<file path="src/rtl/serial_deserializer_if.sv">
`default_nettype none
// ============================================================================
//  Module      : serial_deserializer_if
//  Description : Valid/ready output channel of the serial deserializer. The
//                data bits drive the D inputs of the downstream falling-edge
//                capture register bank.
//  Signals     : out_data  [WIDTH] assembled word, LSB received first
//                out_valid         word available in the holding register
//                out_ready         consumer accepts the word on this edge
//  Modports    : master - producer (deserializer) side
//                slave  - consumer side
//  Revision    : 1.0 - initial release
// ============================================================================
interface serial_deserializer_if #(
    parameter int WIDTH = 8
);
    logic [WIDTH-1:0] out_data;
    logic             out_valid;
    logic             out_ready;

    modport master (
        output out_data,
        output out_valid,
        input  out_ready
    );

    modport slave (
        input  out_data,
        input  out_valid,
        output out_ready
    );
endinterface : serial_deserializer_if
`default_nettype wire

</file>
<file path="src/rtl/serial_deserializer.sv">
`default_nettype none
// ============================================================================
//  Module      : serial_deserializer
//  Description : Assembles a start/stop-framed serial bit stream, sampled on
//                a one-cycle bit strobe, into a WIDTH-bit parallel word and
//                presents it on a valid/ready handshake. Framing errors and
//                overruns are reported as single-cycle pulses.
//  Ports       : clk        single clock, all state updates on rising edge
//                reset      asynchronous active-low reset
//                sin        serial data, sampled only while sin_en=1
//                sin_en     bit strobe, one cycle per serial bit
//                bus        master side of the output handshake
//                           (out_data / out_valid / out_ready)
//                frame_err  one-cycle pulse: stop bit sampled low
//                overrun    one-cycle pulse: completed word dropped because
//                           the holding register was still occupied
//                busy       high while a frame is in progress
//  Revision    : 1.0 - initial release
// ============================================================================
module serial_deserializer #(
    parameter int WIDTH = 8
) (
    input  wire logic                    clk,
    input  wire logic                    reset,
    input  wire logic                    sin,
    input  wire logic                    sin_en,
    serial_deserializer_if.master        bus,
    output logic                         frame_err,
    output logic                         overrun,
    output logic                         busy
);

    localparam int             CW     = $clog2(WIDTH + 1);
    localparam logic [CW-1:0]  c_LAST = CW'(WIDTH - 1);

    typedef enum logic [1:0] {
        S_IDLE = 2'd0,
        S_DATA = 2'd1,
        S_STOP = 2'd2
    } state_t;

    state_t           r_state;
    logic [WIDTH-1:0] r_shift;
    logic [CW-1:0]    r_bit_cnt;

    // The holding register can take a new word when it is empty or when the
    // consumer is draining it on this very edge (seamless replacement).
    logic w_hold_free;
    assign w_hold_free = !bus.out_valid || bus.out_ready;

    always_ff @(posedge clk or negedge reset) begin
        if (!reset) begin
            r_state       <= S_IDLE;
            r_shift       <= '0;
            r_bit_cnt     <= '0;
            bus.out_data  <= '0;
            bus.out_valid <= 1'b0;
            frame_err     <= 1'b0;
            overrun       <= 1'b0;
            busy          <= 1'b0;
        end else begin
            // Status flags are pulses: cleared every edge unless set below.
            frame_err <= 1'b0;
            overrun   <= 1'b0;

            // Handshake runs independently of the bit strobe. A load in the
            // STOP branch below overrides this clear.
            if (bus.out_valid && bus.out_ready) begin
                bus.out_valid <= 1'b0;
            end

            if (sin_en) begin
                case (r_state)
                    S_IDLE: begin
                        if (!sin) begin
                            r_state   <= S_DATA;
                            r_bit_cnt <= '0;
                            busy      <= 1'b1;
                        end
                    end

                    S_DATA: begin
                        // Shift right with the new bit at the MSB so the first
                        // received bit ends up in bit 0.
                        r_shift   <= {sin, r_shift[WIDTH-1:1]};
                        r_bit_cnt <= r_bit_cnt + CW'(1);
                        if (r_bit_cnt == c_LAST) begin
                            r_state <= S_STOP;
                        end
                    end

                    S_STOP: begin
                        r_state <= S_IDLE;
                        busy    <= 1'b0;
                        if (!sin) begin
                            frame_err <= 1'b1;
                        end else if (w_hold_free) begin
                            bus.out_data  <= r_shift;
                            bus.out_valid <= 1'b1;
                        end else begin
                            overrun <= 1'b1;
                        end
                    end

                    default: begin
                        r_state <= S_IDLE;
                        busy    <= 1'b0;
                    end
                endcase
            end
        end
    end

endmodule : serial_deserializer
`default_nettype wire
</file>
<file path="src/flat_wrapper.sv">
// flat-port wrapper written by rule: the top's interface ports become plain ports
module serial_deserializer_flat 
#(
    parameter int WIDTH = 8
)
  (clk, reset, sin, sin_en, frame_err, overrun, busy, bus_out_data, bus_out_valid, bus_out_ready);
  serial_deserializer_if #(.WIDTH(WIDTH)) bus_i ();
  input  wire logic clk;
  input  wire logic reset;
  input  wire logic sin;
  input  wire logic sin_en;
  output logic frame_err;
  output logic overrun;
  output logic busy;
  output wire logic [$bits(bus_i.out_data)-1:0] bus_out_data;
  output wire logic [$bits(bus_i.out_valid)-1:0] bus_out_valid;
  input wire logic [$bits(bus_i.out_ready)-1:0] bus_out_ready;
  assign bus_out_data = bus_i.out_data;
  assign bus_out_valid = bus_i.out_valid;
  assign bus_i.out_ready = bus_out_ready;
  serial_deserializer #(.WIDTH(WIDTH)) u_core (.clk(clk), .reset(reset), .sin(sin), .sin_en(sin_en), .bus(bus_i), .frame_err(frame_err), .overrun(overrun), .busy(busy));
endmodule
</file>
<file path="config.mk">
export PLATFORM = sky130hd
export DESIGN_NAME = serial_deserializer_flat
export DESIGN_NICKNAME = d
export VERILOG_FILES = /design/src/rtl/serial_deserializer_if.sv /design/src/rtl/serial_deserializer.sv /design/src/flat_wrapper.sv
export SDC_FILE = /design/constraint.sdc
export NUM_CORES = 1
export LEC_CHECK = 0
export BUFFER_PORTS_ARGS = -buffer_cell sky130_fd_sc_hd__buf_2
export CORE_ASPECT_RATIO = 0.8
export CORE_MARGIN = 8
export CORE_UTILIZATION = 40
export DETAILED_ROUTE_END_ITERATION = 8
export SKIP_LAST_GASP = 1
export SYNTH_ARGS = -nofsm -noshare
export SYNTH_HDL_FRONTEND = slang
export SYNTH_SLANG_ARGS = --single-unit
</file>
<file path="constraint.sdc">
create_clock -name clk -period 3.5 [get_ports clk]
set_input_delay 0.7 -clock clk [delete_from_list [all_inputs] [get_ports clk]]
set_output_delay 0.7 -clock clk [all_outputs]
set_load 0.005 [all_outputs]
</file>
==> summary by stage <==
Outcome
The flow ran to the end, and the final reports show no timing, DRC or antenna violations.

Logic synthesis
The biggest area contributor in the post-synthesis netlist is sky130_fd_sc_hd__dfrtp_1. The number of instances in the synthesized netlist is 77. The top-area cell type share of the netlist area is 59.4%. The net count after synthesis is 83. Yosys instantiated no cell more often than sky130_fd_sc_hd__dfrtp_1. The synthesized netlist occupies a cell area of 0.00109 mm^2.

For this run, the number of Yosys warnings is 0. Counting flops and latches in the post-synthesis netlist gives 26. In the synthesized netlist the async set-or-reset flop fraction comes to 100%. The count of unique library cells instantiated by Yosys is 27. The dominant synthesized flop cell is sky130_fd_sc_hd__dfrtp_1. In the post-synthesis netlist, the biggest area contributors are sky130_fd_sc_hd__dfrtp_1 59%, sky130_fd_sc_hd__mux2_4 11%, sky130_fd_sc_hd__mux2_2 7.2%. In this run, synthesis inferred 0 flip-flops with an integrated enable.

Summing the sequential cell areas from Yosys gives between 50% and 60% of the chip area. The commonest cells after synthesis are 26 x sky130_fd_sc_hd__dfrtp_1, 8 x sky130_fd_sc_hd__mux2_4, 7 x sky130_fd_sc_hd__mux2_2. The synthesized area per cell is 14.2 um^2.

Global routing
Global routing finished with a remaining overflow of 0. The number of antenna violations at the first check in global routing came to 0. The total global-route track usage is 8.39%.

The via count of the first global-routing pass was approximately 650. The pin count of the biggest net entering global routing is 27. The global-route wire length before repair is between 3000 and 4000 um.

Setup path
The kind of capture point of the worst setup path is a flop. In this design, the largest share of critical-path delay is due to simple AND/OR/NAND/NOR gates. In this run the worst path has a maximum fanout of 8.

The largest single stage delay on the critical path is 0.49 ns. The data arrival at the endpoint of the critical path is 1.90 ns. The worst setup path endpoint is u_core.bus.out_data[4].

The startpoint kind of the worst setup timing path is a flop. The required time reported for the critical path endpoint is between 3 and 4 ns. In this run the worst setup path begins at u_core.r_state[0].

The critical path goes through nand4b_2, nor2b_2, mux2_4. The count of cell instances traversed by the critical path is 3. The slowest stage of the critical path is the sky130_fd_sc_hd__nor2b_2 cell. The origin of the critical flop-to-flop path is u_core.r_state[0]. The depth of the worst register-to-register path is 3.

The slack of the worst reg-to-reg path is between 1.5 and 2 ns. The worst register-to-register path ends at u_core.bus.out_data[4]. The critical setup path kind is reg2reg. The critical path buffer and inverter count is 0.

STA
The final critical path time including I/O delays and setup is roughly 1.7 ns. The hold violation total from the final report is 0. The worst setup margin is around 1.8 ns. Headroom to the max-slew limit came out at between 60% and 70%. Setup repair after global routing left no endpoint under its margin. The setup violation total in the final timing report is 0. Hold timing on the final database bottoms out at a slack of around 0.34 ns.

For the pin with the worst max-slew slack, the measured transition is 0.570 ns. The number of pins with negative max-slew slack in the final report is 0. The fraction of the cycle the final worst path needs is roughly 48%. The final clock skew is 0.0123 ns. The highest clock frequency the design can meet is slightly below 600 MHz. The final-layout setup total negative slack is 0 ns.

Clocking
Clock-pin slew was measured on the worst setup and hold paths at about 0.15 ns. TritonCTS built the clock tree. The number of clock buffers added by TritonCTS is 3.

The total clock sinks is 26. The later pin in the worst-skew pair is clocked with a latency of 0.33 ns. In this run the number of H-tree levels came out at 1. After clock tree synthesis, the flow added hold-fix buffers numbering 0.

The maximum buffer depth of the clock tree is 2. Gates resized during post-CTS repair numbered 0. Clock tree synthesis selected as its root buffer the cell sky130_fd_sc_hd__clkbuf_4. Buffers added to address setup during post-CTS repair amount to 0.

Die
From bottom edge to top edge, the die measures roughly 63 um. The floorplan step set the die width to roughly 74 um. The initial utilization of the core area, before any placement, comes to a little over 40%. Pin placement for this block handled 17 I/O pins.

The die area is between 0.004 and 0.005 mm^2. The core outline area is roughly 0.0027 mm^2. The site row count is 17.

Drt
The routed design has 1780 um of wire. After detailed routing, the met3 layer carries approximately 140 um of wire. The number of nets with antenna violations after detailed routing is 0. Signal routing reaches up to met4.

For this block, wires on met1 add up to about 830 um. Dividing the detail-routed via count by the number of cells gives roughly 4.8. In the routed design, unresolved DRC markers number 0. In this run, the number of DRC markers left after iteration 0 of detailed routing was 16. Wire segments on met2 add up to slightly below 800 um in the final route. The first-pass iteration count of the detailed router is 4.

The count of vias placed by the detailed router is about 640. Dividing the detail-routed wire length by the instance count gives ~13 um.

Finish
The proportion of layout cells with a drive suffix above 1 is between 40% and 50%. 0 antenna diodes ended up in the layout. With fillers left out, the area of the finished cells amounts to 0.00126 mm^2.

From synthesis to final layout, the design area changed by 14.7%. The non-filler instance count after layout is roughly 130. The share of the core filled with cells is 46.9%.

The final layout net count is 102.

Placed design
The total of buffers placed on input and output ports is 16. The instance area at placement is around 0.0012 mm^2. The half-perimeter wire length of the detailed placement result is ~1200 um. The routability congestion estimate is between 0.7 and 0.8. Timing analysis after detailed placement gives a worst setup slack of 1.51 ns. The cell total after placement is roughly 130.

Pwr
Summed over all cells, the static leakage comes to between 0.6 and 0.7 nW. The power per cell area is 640 mW/mm^2. The worst-case IR drop observed on VDD is roughly 330 uV. The total power is 0.804 mW.

Worst hold path
The path class of the lowest-slack min-delay path is in2async.

Flow run
The max-cap violation count is 0.
==> sequential cells by signal (all words and copies together) (netlist names) <==
name,count
u_core.bus.out_data,8
u_core.r_shift,8
u_core.r_bit_cnt,4
u_core.r_state,2
u_core.bus.out_valid,1
u_core.busy,1
u_core.frame_err,1
u_core.overrun,1
==> logic make-up after synthesis <==
logic type                 count (synthesis)  synth area share [%]
adders and majority gates                  1                  1.14
muxes                                     16                  19.1
buffers and inverters                      5                  2.74
and+or+nand+nor                           17                  10.3
AOI/OAI and AO/OA                         12                  7.31
DFF                                       26                  59.4
==> worst reg2reg max path, stage by stage (launching register included) <==
cell and delay (ns):
sky130_fd_sc_hd__dfrtp_1 0.47, sky130_fd_sc_hd__nand4b_2 0.26, sky130_fd_sc_hd__nor2b_2 0.49, sky130_fd_sc_hd__mux2_4 0.35
==> cells in the final DEF (no fill, tap or decap), types with 2 or more instances in the layout <==
master                       n
sky130_fd_sc_hd__nor2b_1     3
sky130_fd_sc_hd__buf_2      16
sky130_fd_sc_hd__nand2_1     3
sky130_fd_sc_hd__dfrtp_1    26
sky130_fd_sc_hd__mux2_2      7
sky130_fd_sc_hd__o21ai_0     3
sky130_fd_sc_hd__a21oi_1     3
sky130_fd_sc_hd__nor2_1      2
sky130_fd_sc_hd__inv_1       3
sky130_fd_sc_hd__mux2_4      8
sky130_fd_sc_hd__clkbuf_4    3
sky130_fd_sc_hd__o2bb2ai_1   2
==> cell type report <==
type	count	area (um^2)
well taps	38	47.5
clock buffers	3	22.5
clock inverters	1	30.0
inverters	3	11.3
fillers	264	1420
repair buffers	16	80.1
multi-input cells	46	414
flip-flops and latches	26	651
==> metal layers <==
layer  GRT usage [%]  vias up
met3            3.37        4
met2            12.0       18
met1            10.5      302
met5               0        -
li1                -      313
met4            4.39        0
==> worst min path at each step <==
| stage | slack [ns] | to | start |
|---|---|---|---|
| floorplan | 0.40 | u_core.bus.out_data[0] | reset |
| global placement | 0.48 | u_core.bus.out_data[0] | u_core.r_shift[0] |
| detailed placement | 0.49 | u_core.bus.out_data[0] | u_core.r_shift[0] |
| CTS | 0.35 | u_core.busy | reset |
| global route | 0.38 | u_core.busy | reset |
| finish | 0.34 | u_core.bus.out_data[3] | reset |
==> where the power goes <==
part	switching, mW	internal [mW]	total [mW]
Combinational	0.0671	0.0944	0.162
Clock	0.0896	0.116	0.205
Sequential	0.0623	0.375	0.437
Total	0.219	0.585	0.804
Note: power is estimated with default switching activity, not from simulation.
